<file path="src/rtl/div_ctrl_pkg.sv">
// Shared definitions for the divide control block: widths, op encodings and
// the controller state enum.
package div_ctrl_pkg;

    localparam int XLEN  = 64;
    localparam int TAG_W = 5;

    typedef enum logic [1:0] {
        OP_DIV  = 2'b00,
        OP_DIVU = 2'b01,
        OP_REM  = 2'b10,
        OP_REMU = 2'b11
    } op_kind_e;

    typedef enum logic [1:0] {
        S_IDLE  = 2'b00,
        S_WAIT  = 2'b01,
        S_RESP  = 2'b10,
        S_DRAIN = 2'b11
    } state_e;

    // DIV and REM are the signed flavours (low bit of the kind clear).
    function automatic logic kind_is_signed(input logic [1:0] kind);
        return ~kind[0];
    endfunction

    // REM and REMU return the remainder (high bit of the kind set).
    function automatic logic kind_is_rem(input logic [1:0] kind);
        return kind[1];
    endfunction

endpackage

</file>
<file path="src/rtl/div_ctrl_if.sv">
// Bundle of the EX-stage offer, divider handshake and writeback signals
// around the divide controller. slave is the controller's view, master is
// the view of everything around it.
interface div_ctrl_if #(
    parameter int XLEN  = div_ctrl_pkg::XLEN,
    parameter int TAG_W = div_ctrl_pkg::TAG_W
);

    logic             flush;
    logic             op_valid;
    logic             op_ready;
    logic [1:0]       op_kind;
    logic             op_w;
    logic [XLEN-1:0]  src1;
    logic [XLEN-1:0]  src2;
    logic [TAG_W-1:0] op_tag;

    logic             div_valid;
    logic             div_signed;
    logic             divw;
    logic [XLEN-1:0]  dividend;
    logic [XLEN-1:0]  divisor;
    logic             div_ready;
    logic             div_out_valid;
    logic [XLEN-1:0]  div_quot;
    logic [XLEN-1:0]  div_rema;

    logic             res_valid;
    logic             res_ready;
    logic [XLEN-1:0]  res_data;
    logic [TAG_W-1:0] res_tag;
    logic             busy;

    modport slave (
        input  flush, op_valid, op_kind, op_w, src1, src2, op_tag,
        input  div_ready, div_out_valid, div_quot, div_rema, res_ready,
        output op_ready, div_valid, div_signed, divw, dividend, divisor,
        output res_valid, res_data, res_tag, busy
    );

    modport master (
        output flush, op_valid, op_kind, op_w, src1, src2, op_tag,
        output div_ready, div_out_valid, div_quot, div_rema, res_ready,
        input  op_ready, div_valid, div_signed, divw, dividend, divisor,
        input  res_valid, res_data, res_tag, busy
    );

endinterface

</file>
<file path="src/rtl/div_special.sv">
// Detects divide-by-zero and signed overflow on the offered operands and
// produces the architecturally fixed result for those cases, so they never
// have to visit the iterative divider.
module div_special #(
    parameter int XLEN = div_ctrl_pkg::XLEN
) (
    input  logic [1:0]      op_kind,
    input  logic            op_w,
    input  logic [XLEN-1:0] src1,
    input  logic [XLEN-1:0] src2,
    output logic            is_special,
    output logic [XLEN-1:0] result
);
    import div_ctrl_pkg::*;

    logic            div_zero;
    logic            overflow;
    logic [XLEN-1:0] src1_eff;
    logic [XLEN-1:0] quot;
    logic [XLEN-1:0] rema;

    // Classify on 32 or XLEN bits and pick the fixed quotient/remainder.
    always_comb begin
        if (op_w) begin
            src1_eff = {{(XLEN-32){src1[31]}}, src1[31:0]};
            div_zero = (src2[31:0] == 32'd0);
            overflow = kind_is_signed(op_kind) && (src1[31:0] == 32'h8000_0000)
                       && (&src2[31:0]);
        end else begin
            src1_eff = src1;
            div_zero = (src2 == '0);
            overflow = kind_is_signed(op_kind)
                       && (src1 == {1'b1, {(XLEN-1){1'b0}}}) && (&src2);
        end
        is_special = div_zero | overflow;
        if (div_zero) begin
            quot = '1;
            rema = src1_eff;
        end else begin
            quot = src1_eff;
            rema = '0;
        end
        result = kind_is_rem(op_kind) ? rema : quot;
    end

endmodule

</file>
<file path="src/rtl/div_ctrl.sv">
// Divide controller: accepts a divide op from EX, short-circuits the special
// cases, otherwise runs the shared iterative divider and holds the result
// until writeback takes it. A flushed divider run is drained before reuse.
module div_ctrl #(
    parameter int XLEN  = div_ctrl_pkg::XLEN,
    parameter int TAG_W = div_ctrl_pkg::TAG_W
) (
    input  logic       clk,
    input  logic       reset,
    div_ctrl_if.slave  bus
);
    import div_ctrl_pkg::*;

    state_e           state_q, state_d;
    logic [1:0]       kind_q, kind_d;
    logic             w_q, w_d;
    logic [XLEN-1:0]  src1_q, src1_d;
    logic [XLEN-1:0]  src2_q, src2_d;
    logic [TAG_W-1:0] tag_q, tag_d;
    logic             div_valid_q, div_valid_d;
    logic             res_valid_q, res_valid_d;
    logic [XLEN-1:0]  res_data_q, res_data_d;

    logic             accept;
    logic             special;
    logic [XLEN-1:0]  special_res;
    logic [XLEN-1:0]  div_pick;
    logic [XLEN-1:0]  div_final;

    div_special #(.XLEN(XLEN)) u_special (
        .op_kind    (bus.op_kind),
        .op_w       (bus.op_w),
        .src1       (bus.src1),
        .src2       (bus.src2),
        .is_special (special),
        .result     (special_res)
    );

    assign bus.op_ready   = (state_q == S_IDLE) && bus.div_ready;
    assign bus.div_valid  = div_valid_q;
    assign bus.div_signed = kind_is_signed(kind_q);
    assign bus.divw       = w_q;
    assign bus.dividend   = src1_q;
    assign bus.divisor    = src2_q;
    assign bus.res_valid  = res_valid_q;
    assign bus.res_data   = res_data_q;
    assign bus.res_tag    = tag_q;
    assign bus.busy       = (state_q != S_IDLE);

    // Next-state and next-register values; flush outranks completion/consume.
    always_comb begin
        state_d     = state_q;
        kind_d      = kind_q;
        w_d         = w_q;
        src1_d      = src1_q;
        src2_d      = src2_q;
        tag_d       = tag_q;
        div_valid_d = div_valid_q;
        res_valid_d = res_valid_q;
        res_data_d  = res_data_q;

        accept    = bus.op_valid && bus.op_ready && !bus.flush;
        div_pick  = kind_is_rem(kind_q) ? bus.div_rema : bus.div_quot;
        div_final = w_q ? {{(XLEN-32){div_pick[31]}}, div_pick[31:0]} : div_pick;

        case (state_q)
            S_IDLE: begin
                if (accept) begin
                    kind_d = bus.op_kind;
                    w_d    = bus.op_w;
                    src1_d = bus.src1;
                    src2_d = bus.src2;
                    tag_d  = bus.op_tag;
                    if (special) begin
                        res_data_d  = special_res;
                        res_valid_d = 1'b1;
                        state_d     = S_RESP;
                    end else begin
                        div_valid_d = 1'b1;
                        state_d     = S_WAIT;
                    end
                end
            end
            S_WAIT: begin
                if (bus.flush) begin
                    // A result arriving with the flush is already spent, so
                    // there is nothing left to drain.
                    div_valid_d = 1'b0;
                    state_d     = bus.div_out_valid ? S_IDLE : S_DRAIN;
                end else if (bus.div_out_valid) begin
                    res_data_d  = div_final;
                    div_valid_d = 1'b0;
                    res_valid_d = 1'b1;
                    state_d     = S_RESP;
                end
            end
            S_RESP: begin
                if (bus.flush || bus.res_ready) begin
                    res_valid_d = 1'b0;
                    state_d     = S_IDLE;
                end
            end
            S_DRAIN: begin
                if (bus.div_out_valid) begin
                    state_d = S_IDLE;
                end
            end
            default: state_d = S_IDLE;
        endcase
    end

    // State and output registers with synchronous reset.
    always_ff @(posedge clk) begin
        if (reset) begin
            state_q     <= S_IDLE;
            kind_q      <= '0;
            w_q         <= 1'b0;
            src1_q      <= '0;
            src2_q      <= '0;
            tag_q       <= '0;
            div_valid_q <= 1'b0;
            res_valid_q <= 1'b0;
            res_data_q  <= '0;
        end else begin
            state_q     <= state_d;
            kind_q      <= kind_d;
            w_q         <= w_d;
            src1_q      <= src1_d;
            src2_q      <= src2_d;
            tag_q       <= tag_d;
            div_valid_q <= div_valid_d;
            res_valid_q <= res_valid_d;
            res_data_q  <= res_data_d;
        end
    end

endmodule

</file>
<file path="src/flat_wrapper.sv">
// flat-port wrapper written by rule: the top's interface ports become plain ports
module div_ctrl_flat import div_ctrl_pkg::*;
#(
    parameter int XLEN  = div_ctrl_pkg::XLEN,
    parameter int TAG_W = div_ctrl_pkg::TAG_W
)
  (clk, reset, bus_flush, bus_op_valid, bus_op_kind, bus_op_w, bus_src1, bus_src2, bus_op_tag, bus_div_ready, bus_div_out_valid, bus_div_quot, bus_div_rema, bus_res_ready, bus_op_ready, bus_div_valid, bus_div_signed, bus_divw, bus_dividend, bus_divisor, bus_res_valid, bus_res_data, bus_res_tag, bus_busy);
  div_ctrl_if #(.XLEN(XLEN), .TAG_W(TAG_W)) bus_i ();
  input  logic clk;
  input  logic reset;
  input wire logic [$bits(bus_i.flush)-1:0] bus_flush;
  input wire logic [$bits(bus_i.op_valid)-1:0] bus_op_valid;
  input wire logic [$bits(bus_i.op_kind)-1:0] bus_op_kind;
  input wire logic [$bits(bus_i.op_w)-1:0] bus_op_w;
  input wire logic [$bits(bus_i.src1)-1:0] bus_src1;
  input wire logic [$bits(bus_i.src2)-1:0] bus_src2;
  input wire logic [$bits(bus_i.op_tag)-1:0] bus_op_tag;
  input wire logic [$bits(bus_i.div_ready)-1:0] bus_div_ready;
  input wire logic [$bits(bus_i.div_out_valid)-1:0] bus_div_out_valid;
  input wire logic [$bits(bus_i.div_quot)-1:0] bus_div_quot;
  input wire logic [$bits(bus_i.div_rema)-1:0] bus_div_rema;
  input wire logic [$bits(bus_i.res_ready)-1:0] bus_res_ready;
  output wire logic [$bits(bus_i.op_ready)-1:0] bus_op_ready;
  output wire logic [$bits(bus_i.div_valid)-1:0] bus_div_valid;
  output wire logic [$bits(bus_i.div_signed)-1:0] bus_div_signed;
  output wire logic [$bits(bus_i.divw)-1:0] bus_divw;
  output wire logic [$bits(bus_i.dividend)-1:0] bus_dividend;
  output wire logic [$bits(bus_i.divisor)-1:0] bus_divisor;
  output wire logic [$bits(bus_i.res_valid)-1:0] bus_res_valid;
  output wire logic [$bits(bus_i.res_data)-1:0] bus_res_data;
  output wire logic [$bits(bus_i.res_tag)-1:0] bus_res_tag;
  output wire logic [$bits(bus_i.busy)-1:0] bus_busy;
  assign bus_i.flush = bus_flush;
  assign bus_i.op_valid = bus_op_valid;
  assign bus_i.op_kind = bus_op_kind;
  assign bus_i.op_w = bus_op_w;
  assign bus_i.src1 = bus_src1;
  assign bus_i.src2 = bus_src2;
  assign bus_i.op_tag = bus_op_tag;
  assign bus_i.div_ready = bus_div_ready;
  assign bus_i.div_out_valid = bus_div_out_valid;
  assign bus_i.div_quot = bus_div_quot;
  assign bus_i.div_rema = bus_div_rema;
  assign bus_i.res_ready = bus_res_ready;
  assign bus_op_ready = bus_i.op_ready;
  assign bus_div_valid = bus_i.div_valid;
  assign bus_div_signed = bus_i.div_signed;
  assign bus_divw = bus_i.divw;
  assign bus_dividend = bus_i.dividend;
  assign bus_divisor = bus_i.divisor;
  assign bus_res_valid = bus_i.res_valid;
  assign bus_res_data = bus_i.res_data;
  assign bus_res_tag = bus_i.res_tag;
  assign bus_busy = bus_i.busy;
  div_ctrl #(.XLEN(XLEN), .TAG_W(TAG_W)) u_core (.clk(clk), .reset(reset), .bus(bus_i));
endmodule
</file>
<file path="config.mk">
export PLATFORM = sky130hd
export DESIGN_NAME = div_ctrl_flat
export DESIGN_NICKNAME = d
export VERILOG_FILES = /design/src/rtl/div_ctrl_pkg.sv /design/src/rtl/div_ctrl_if.sv /design/src/rtl/div_special.sv /design/src/rtl/div_ctrl.sv /design/src/flat_wrapper.sv
export SDC_FILE = /design/constraint.sdc
export NUM_CORES = 1
export LEC_CHECK = 0
export CORE_ASPECT_RATIO = 0.9
export CORE_MARGIN = 10
export CORE_UTILIZATION = 30
export DETAILED_ROUTE_END_ITERATION = 6
export PLACE_DENSITY = 0.73
export SLEW_MARGIN = 15
export SYNTH_ARGS = -nofsm -noshare
export SYNTH_HDL_FRONTEND = slang
export SYNTH_SLANG_ARGS = --single-unit
</file>
<file path="constraint.sdc">
create_clock -name clk -period 9.9 [get_ports clk]
set_input_delay 1.98 -clock clk [delete_from_list [all_inputs] [get_ports clk]]
set_output_delay 1.98 -clock clk [all_outputs]
set_load 0.1 [all_outputs]
</file>
======== After elaboration in Yosys (flattened, before gate mapping) ========
Cells that the tools add are included.
storage, ports and cells
  bits in registers ....................... 204
  latch bits .............................. 0
  bits in writable memories ............... 0
  ROM bits ................................ 0
  bits of input ports ..................... 271
  output and inout port bits .............. 203
  logic and storage cells ................. 79
  memories kept ........................... 0
cells by class
  add/subtract/negate cells ............... 0
  $mul .................................... 0
  divide/modulo/power cells ............... 0
  order comparisons ....................... 0
  equality and inequality tests ........... 13
  shifts and indexed selects .............. 0
  muxes and demuxes ....................... 32
  bitwise gates (word level) .............. 3
  reductions and logical operators ........ 22
operator list
  cell                  count
  $mux 64               10
  $pmux 64 s2           1
  $eq 64x64->1 const B  1
  $logic_not 64->1      1
  $reduce_and 64->1     1
  $eq 32x32->1 const B  1
  $logic_not 32->1      1
  $reduce_and 32->1     1
  $mux 2                7
  $mux 1                11
  $ne 2x2->1 const B    4
  $pmux 2 s4            1
  $reduce_and 4->1      2
  $logic_and 1x1->1     7
  $ne 2x1->1 const B    3
  $reduce_and 6->1      1
  $reduce_and 5->1      1
  $eq 2x2->1 const B    2
  $reduce_bool 2->1     2
  $ne 3x3->1 const B    1
  $pmux 1 s3            1
  $reduce_bool 3->1     1
  $eq 2x1->1 const B    1
  $logic_not 2->1       1
  other kinds (6)       7

======== Depth between registers and ports, before layout ========
Gate-level depths: netlist (run 1).
  depth in word-level cells ............... 8
  gate-level depth with buffers ........... 11
  mapped depth without buffers ............ 8

======== Hierarchy ========
Synthesis (run 1) repeated with hierarchy kept, for this count alone.
unflattened totals
  cell total of the unflattened synthesis .. 1263
  area total of the unflattened synthesis .. 9769.4 um^2
by module, submodules not included
  module       instances  cells an instance  area an instance (um^2)  sequential area each (um^2)
  div_ctrl     1          1071               8538.2                   4083.9
  div_special  1          192                1231.2                   0.0

======== Worst setup path after synthesis (run 1) ========
Ideal clock, no wire load.
  path kind ............................... input -> output
  from .................................... input port bus_div_ready
  to ...................................... output port bus_op_ready
  arrival ................................. 2743 ps
  required time ........................... 7920 ps
  slack ................................... 5177 ps
  stages on the path ...................... 1
  buffers on the path ..................... 0
  cells stage by stage .................... and2_1
on the way
  longest elaborated chain between the ends .. 1
RTL lines
  what               RTL line            text
  from (decl)        flat_wrapper.sv:18  input wire logic [$bits(bus_i.div_ready)-1:0] bus_div_ready;
  $logic_and 1x1->1  div_ctrl.sv:39      assign bus.op_ready = (state_q == S_IDLE) && bus.div_ready;
  to (decl)          flat_wrapper.sv:23  output wire logic [$bits(bus_i.op_ready)-1:0] bus_op_ready;
Every way passes these cells.

======== Final worst setup path (run 1) ========
Same ends and word-level chain as after synthesis.

==> results of run 1 <==
==> state kept, by name (all words and copies together) (netlist names) <==
register,count
u_core.bus.dividend,64
u_core.bus.divisor,64
u_core.state_q,2
u_core.bus.res_valid,1
u_core.bus.res_tag,5
u_core.kind_q,2
u_core.bus.res_data,64
u_core.bus.div_valid,1
u_core.bus.divw,1
==> per-layer routing <==
layer | up-vias | wire length [um] | GRT usage
li1 | 5438 | - | -
met1 | 5467 | 18900 | 0.252
met2 | 588 | 23900 | 0.373
met3 | 63 | 4460 | 0.0585
met4 | 4 | 998 | 0.0442
met5 | - | 25 | 0
==> area by class of cell <==
type | count | area [um2]
clock inverter | 10 | 80.1
timing repair buffer | 485 | 4820
multi-input combinational | 935 | 5730
antenna | 1 | 2.50
tap | 462 | 578
sequential | 204 | 4090
fill | 3259 | 18000
inverter | 40 | 150
clock buffer | 33 | 706
==> cells by family after synthesis <==
group | Yosys count | synth area share
AND/OR/NAND/NOR | 456 | 0.201
AO/OA/AOI/OAI | 375 | 0.239
flip-flops | 204 | 0.391
buffers and inverters | 168 | 0.0640
multiplexers | 66 | 0.0673
adder cells (fa/ha/maj) | 38 | 0.0377
==> critical path, cell delays in order <==
cell and delay, ns:
clkdlybuf4s50_1 0.45, and2_1 0.21, clkdlybuf4s50_1 1.17
==> path summary, 6_finish.rpt <==
path                                        from                                   end  depth (start not counted)  slack, ns
max                                bus_div_ready                          bus_op_ready                          3       4.11
min          u_core.bus.dividend[6]$_SDFFE_PP0P_   u_core.bus.dividend[6]$_SDFFE_PP0P_                          2       0.45
max reg2reg       u_core.state_q[0]$_SDFFE_PP0P_  u_core.bus.res_data[18]$_SDFFE_PP0P_                          9       5.96
min reg2reg  u_core.bus.dividend[6]$_SDFFE_PP0P_   u_core.bus.dividend[6]$_SDFFE_PP0P_                          2       0.45
==> placed cells by master (no fill, tap or decap), types with 4 or more instances in the layout <==
master           count
clkdlybuf4s50_1    471
nand2_1            278
a21oi_1            205
dfxtp_1            203
nor2_1              69
a211oi_1            64
inv_1               38
o21ai_0             37
nand4b_1            33
mux2_2              33
mux2i_1             33
maj3_1              33
a221oi_1            31
nor4_1              29
o41ai_2             27
clkbuf_16           25
nand4_1             21
buf_4               12
clkinv_2             7
or4_1                6
clkbuf_8             6
ha_1                 5
o41ai_1              4
==> power breakdown <==
group | total, W | switching [W] | leakage (nW) | internal [W]
Clock | 0.000889 | 0.000366 | 0.389 | 0.000523
Combinational | 0.00154 | 0.00113 | 3.32 | 0.000410
Sequential | 0.000959 | 0.0000514 | 1.65 | 0.000908
Total | 0.00339 | 0.00155 | 5.36 | 0.00184
==> stage by stage <==
stage / hold WS, ns / utilization / area (um2) / total power (W)
after detailed placement: 0.444 / 0.450 / 15400 / 0.00252
after global placement: 0.441 / 0.450 / 15400 / 0.00250
after CTS: 0.454 / 0.473 / 16200 / 0.00341
after global routing: 0.466 / 0.473 / 16200 / 0.00353
after floorplan: 0.436 / - / 10400 / 0.00205
final: 0.452 / 0.473 / 16200 / 0.00339
==> flow_summary.toml, run 1 <==
[synth]
yosysTopAreaCell = "dfxtp_1"
ys_types = 40
synth.most_common_cell = "nand2_1"
synthesis.nets = 1583
synthTopCellsByArea = "dfxtp_1 (39%), nand2_1 (10%), a21oi_1 (9.8%)"
synth_flop_cell = "dfxtp_1"
yosysSeqAreaShare = 0.391
synth_edf_count = 0
yosys_warnings = 0
async_flop_share = 0
synthTopCellsByCount = "nand2_1 (279), a21oi_1 (205), dfxtp_1 (204), clkbuf_1 (104), nor2_1 (70)"
syn_area_mm2 = 0.0104
syn_inst = 1307
ys_seq_elements = 204
syn_area_per_cell_um2 = 7.98
synth_top_cell_area_share = 0.391

[cts]
tritoncts = "done"
path_clk_slew_ns = 0.06
clkLatencyLatePin_ns = 0.53
clock-root-buffer = "clkbuf_16"
cts_setup_buffers = 0
ctsResizeCount = 0
htree_levels = 1
clock_path_buffers = 3
hold_buffers = 0
cts_buffers = 24
numClockSinks = 204

[drt]
ant_nets = 0
drcViolationCount = 0
first_pass_iters = 5
routedWlPerCell_um = 22.2
via_per_inst = 5.33
first_iter_violations = 907
wl_mm = 48.3
vias = 11560

[critical_path]
cp-start-kind = "input port"
crit_required_ns = 7.92
crit_arrival_ns = 3.81
critical_path.endpoint_type = "output pin"
crit_type = "input port to output pin"
crit_path_max_fanout = 3

[sta]
period_minus_slack_ns = 5.79
max_slew_margin = 0.250
hold_viol = 0
fin_ws_ns = 4.11
max_freq_mhz = 173
fin_crit_sh = 0.585
rsz0062_at_grt = "no"
finalSetupTns_ns = 0
setup_violations = 0
slew_viol_final = 0
tightest_slew_ns = 1.13
fin_skew_ns = 0.0113

[placed_design]
gp_congestion = 0.879
post-place-cells = 2126
pre_cts_slack_ns = 3.77
hpwlAfterDp_mm = 35.1
portBuffers = 473

[run]
maxCapViolCount = 0

[floorplanning]
core_area_mm2 = 0.0342
dieHeight_um = 197
io_pins = 474
initial_utilization = 0.305
dieArea_mm2 = 0.0426
die_w_um = 217
num_rows = 64

[power]
p_per_area_mw_per_mm2 = 210
p_leak_nw = 5.36
peakVddDrop_uv = 153

[final_layout]
final_cell_count_no_fill = 2170
drive_gt1_frac = 0.0756
syn_to_final_growth_pct = 54.9
fin_nets = 1966

[run_status]
status = "complete, no violations"

[grt]
track_usage = 0.212
grt_pass1_vias = 11406
grt_pass1_wl_mm = 71.8
grt_remaining_overflow = 0
grt_max_degree = 140
antenna_found_initial = 4

[worst_hold_path]
holdCritPathClass = "register to register"
Note: power is estimated with default switching activity, not from simulation.
==> run 2, diff against run 1 <==
- PLACE_DENSITY: 0.73 -> 0.75
- clock period: 9.9 -> 4.7 ns (I/O delays scaled with it)
==> run 2 against run 1 <==
Utilization rose by 0.18 points. Sequential share of layout area fell by 0.094 points. First-iteration DRC count rose by 5.7%. Combinational power rose by 110%. Final area rose by 0.37%. Critical path type is now input port to register.
==> flow_summary.toml, run 2 (same netlist as run 1, synthesis figures left out) <==
[critical_path]
cp-start-kind = "input port"
slowest_delay_ns = 0.57
crit_type = "input port to register"
crit_path_max_fanout = 64
cp_top_family = "simple AND/OR/NAND/NOR gates"
crit_required_ns = 5.11
crit_top_cell = "or4_1"
crit_chain = "clkdlybuf4s50_1, or4_1, or4_1, or4_4, nor3_4, o21ai_4, and2_4, o41ai_1"
path_buf_inv = 1
crit_arrival_ns = 4.38
cp_slowest_cell = "or4_4"
critical_path.endpoint_type = "register"

[drt]
routedWlPerCell_um = 22.3
via_per_inst = 5.34
drcViolationCount = 0
ant_nets = 0
first_pass_iters = 5
wl_mm = 48.5
first_iter_violations = 959
vias = 11627

[final_layout]
drive_gt1_frac = 0.0800
fin_nets = 1971
final_common_cell = "clkdlybuf4s50_1"
final_cell_mix = "clkdlybuf4s50_1 (469), nand2_1 (278), a21oi_1 (205)"
syn_to_final_growth_pct = 55.5
fillCellCount = 3271
stdcell_area_mm2 = 0.0162

[cts]
cts_buffers = 24
clock_path_buffers = 3
path_clk_slew_ns = 0.06
numClockSinks = 204
cts_setup_buffers = 0
hold_buffers = 0
tritoncts = "done"
clock-root-buffer = "clkbuf_16"
ctsResizeCount = 0
htree_levels = 1
clkLatencyLatePin_ns = 0.54

[grt]
grt_pass1_vias = 11608
grt_remaining_overflow = 0
grt_pass1_wl_mm = 72.0
grt_max_degree = 157
antenna_found_initial = 3
track_usage = 0.213

[placed_design]
portBuffers = 473
hpwlAfterDp_mm = 35.3
gp_congestion = 0.840
place_area_mm2 = 0.0154

[sta]
fin_crit_sh = 0.844
setup_violations = 0
max_freq_mhz = 252
period_minus_slack_ns = 3.97
max_slew_margin = 0.197
finalSetupTns_ns = 0
tightest_slew_ns = 1.21
slew_viol_final = 0
hold_viol = 0
fin_skew_ns = 0.0169
rsz0062_at_grt = "no"
whs_ns = 0.452

[run_status]
status = "complete, no violations"

[floorplanning]
die_w_um = 217
dieArea_mm2 = 0.0426
initial_utilization = 0.305
core_area_mm2 = 0.0342
num_rows = 64
io_pins = 474
dieHeight_um = 197

[power]
p_leak_nw = 5.41
p_per_area_mw_per_mm2 = 442
peakVddDrop_uv = 288

[run]
maxCapViolCount = 0

[worst_hold_path]
holdCritPathClass = "register to register"
## run 2: power by group
| part | internal [W] | leakage [nW] | total (W) | switching [W] |
|---|---|---|---|---|
| combinational | 0.000866 | 3.36 | 0.00325 | 0.00238 |
| sequential | 0.00191 | 1.65 | 0.00203 | 0.000113 |
| clock | 0.00110 | 0.397 | 0.00189 | 0.000784 |
| total | 0.00388 | 5.41 | 0.00716 | 0.00328 |
## run 2: worst reg2reg max path, delay by kind of cell, from the launching register on
| family | cells | cell delay, ns |
|---|---|---|
| DFF | 1 | 0.35 |
| AOI/OAI and AO/OA | 3 | 1.62 |
| buffers and inverters | 1 | 0.91 |
## run 2: through the flow
| step | cells | util | power [W] | setup WS, ns |
|---|---|---|---|---|
| final | 2176 | 0.474 | 0.00716 | 0.731 |
| after global routing | 2175 | 0.474 | 0.00744 | 0.614 |
| after CTS | 2175 | 0.474 | 0.00720 | 0.724 |
| after detailed placement | 2131 | 0.451 | 0.00531 | 0.161 |
| after floorplan | 1307 | - | 0.00432 | 1.09 |
| after global placement | 2131 | 0.451 | 0.00526 | 0.271 |
## run 2: routing by layer
metal / vias up / part of all wire / global-route usage
li1: 5453 / - / -
met1: 5553 / 0.40 / 0.254
met2: 540 / 0.49 / 0.366
met3: 77 / 0.088 / 0.0646
met4: 4 / 0.025 / 0.0559
met5: - / 0.00037 / 0
## run 2: layout make-up
type | instances | area [um2] | area share
timing repair buffer | 490 | 4880 | 0.301
tap | 462 | 578 | 0.0356
antenna | 1 | 2.50 | 0.000154
multi-input combinational | 935 | 5730 | 0.353
clock buffer | 33 | 706 | 0.0435
clock inverter | 11 | 82.6 | 0.00509
sequential | 204 | 4090 | 0.252
inverter | 40 | 150 | 0.00926
## run 2: worst paths after layout
| check | depth (start not counted) | endpoint | slack, ns | start |
|---|---|---|---|---|
| min reg2reg | 2 | u_core.bus.divisor[22]$_SDFFE_PP0P_ | 0.45 | u_core.bus.divisor[22]$_SDFFE_PP0P_ |
| min | 2 | u_core.bus.divisor[22]$_SDFFE_PP0P_ | 0.45 | u_core.bus.divisor[22]$_SDFFE_PP0P_ |
| max | 8 | u_core.bus.res_data[59]$_SDFFE_PP0P_ | 0.73 | bus_src1[9] |
| max reg2reg | 4 | u_core.bus.res_data[51]$_SDFFE_PP0P_ | 1.72 | u_core.bus.divw$_SDFFE_PP0P_ |
==> run 3, diff against run 2 <==
- PLACE_DENSITY: 0.75 -> 0.73
- clock period: 4.7 -> 3.87 ns (I/O delays scaled with it)
==> run 3 against run 2 <==
Setup slack lost 0.40 ns. Clock power grew 19%. Utilization grew 0.80 points. First-iteration DRC count shrank 1.6%. Final area grew 1.7%. Sequential power grew 21%. Die area is the same. Register-to-register slack lost 0.32 ns. Cell count grew 1.1%. Clock-buffer cell count grew 7. Routed wire length grew 0.20%.
==> flow_summary.toml, run 3 (same netlist as run 1, synthesis figures left out) <==
[final_layout]
fin_nets = 1997
syn_to_final_growth_pct = 58.1
final_cell_mix = "clkdlybuf4s50_1 (466), nand2_1 (278), a21oi_1 (205)"
fillCellCount = 3280
drive_gt1_frac = 0.0910
regArea_mm2 = 0.00409
final_common_cell = "clkdlybuf4s50_1"
final_cell_count_no_fill = 2200
multiInputGateArea_mm2 = 0.00573

[placed_design]
pre_cts_slack_ns = -0.245
hpwlAfterDp_mm = 36.1
post-place-cells = 2156
portBuffers = 473
gp_congestion = 0.871

[critical_path]
crit_chain = "clkdlybuf4s50_1, or4_1, or4_1, or4_4, nor3_4, o21ai_4, and2_4, buf_12, o41ai_2"
crit_top_cell = "or4_1"
rrSetupSlack_ns = 1.40
cp_slowest_cell = "or4_4"
critical_path.endpoint_type = "register"
crit_path_max_fanout = 20
crit_type = "input port to register"
cp-start-kind = "input port"
slowest_delay_ns = 0.57
crit_required_ns = 4.30
crit_arrival_ns = 3.96

[sta]
period_minus_slack_ns = 3.54
max_slew_margin = 0.276
slew_viol_final = 0
fin_crit_sh = 0.914
setup_violations = 0
max_freq_mhz = 283
hold_viol = 0
fin_ws_ns = 0.332
fin_skew_ns = 0.0176
finalSetupTns_ns = 0
tightest_slew_ns = 1.08
rsz0062_at_grt = "no"

[drt]
first_iter_violations = 944
routedWlPerCell_um = 22.1
first_pass_iters = 5
ant_nets = 0
drcViolationCount = 0
vias = 11682
wl_mm = 48.6
via_per_inst = 5.31

[grt]
grt_pass1_vias = 11599
grt_remaining_overflow = 0
grt_pass1_wl_mm = 72.5
grt_max_degree = 139
antenna_found_initial = 3
track_usage = 0.215

[cts]
tritoncts = "done"
htree_levels = 1
path_clk_slew_ns = 0.06
ctsResizeCount = 0
clkLatencyLatePin_ns = 0.54
clock_path_buffers = 3
clock-root-buffer = "clkbuf_16"
cts_buffers = 25
hold_buffers = 0
cts_setup_buffers = 0
numClockSinks = 204

[floorplanning]
num_rows = 64
dieArea_mm2 = 0.0426
initial_utilization = 0.305
die_w_um = 217
core_area_mm2 = 0.0342
dieHeight_um = 197
io_pins = 474

[run]
maxCapViolCount = 0

[power]
fin_total_pwr_w = 0.00871
peakVddDrop_uv = 279
p_leak_nw = 5.56
p_per_area_mw_per_mm2 = 528

[run_status]
status = "complete, no violations"

[worst_hold_path]
holdCritPathClass = "register to register"
==> run 3: cell type report <==
class / count / share of cell area
timing repair buffer: 515 / 0.314
inverter: 40 / 0.00910
clock inverter: 3 / 0.00114
sequential: 204 / 0.248
clock buffer: 40 / 0.0456
multi-input combinational: 935 / 0.348
antenna: 1 / 0.000152
tap: 462 / 0.0350
==> run 3: per-stage QoR <==
stage | instance area [um2] | hold slack (ns) | util
6_report | 16500 | 0.452 | 0.482
3_5_place_dp | 15700 | 0.445 | 0.460
2_1_floorplan | 10400 | 0.436 | -
4_1_cts | 16500 | 0.453 | 0.482
5_1_grt | 16500 | 0.470 | 0.482
3_3_place_gp | 15700 | 0.441 | 0.460
==> run 3: per-layer routing <==
layer  track usage  wire (um)
met4        0.0670       1500
met1         0.254      19400
met2         0.369      23400
met5             0         30
met3        0.0612       4300
==> run 3: final timing paths <==
check                                                     startpoint                                   end  cells past startpoint
worst min-delay path            u_core.bus.dividend[62]$_SDFFE_PP0P_  u_core.bus.dividend[62]$_SDFFE_PP0P_                      2
worst max-delay path                                     bus_src1[9]  u_core.bus.res_data[48]$_SDFFE_PP0P_                      9
worst min register to register  u_core.bus.dividend[62]$_SDFFE_PP0P_  u_core.bus.dividend[62]$_SDFFE_PP0P_                      2
worst max register to register        u_core.state_q[1]$_SDFFE_PP0P_  u_core.bus.res_data[45]$_SDFFE_PP0P_                      7
==> run 3: worst max-delay path, delay by kind of cell <==
family                 cells  cell delay (ns)
AOI/OAI and AO/OA          2             0.44
buffers and inverters      2             0.61
and+or+nand+nor            5             2.12
==> run 3: power by group <==
part	internal (W)	leakage, nW	switching [W]
Combinational	0.00110	3.53	0.00290
Sequential	0.00232	1.65	0.000132
Clock	0.00132	0.380	0.000933
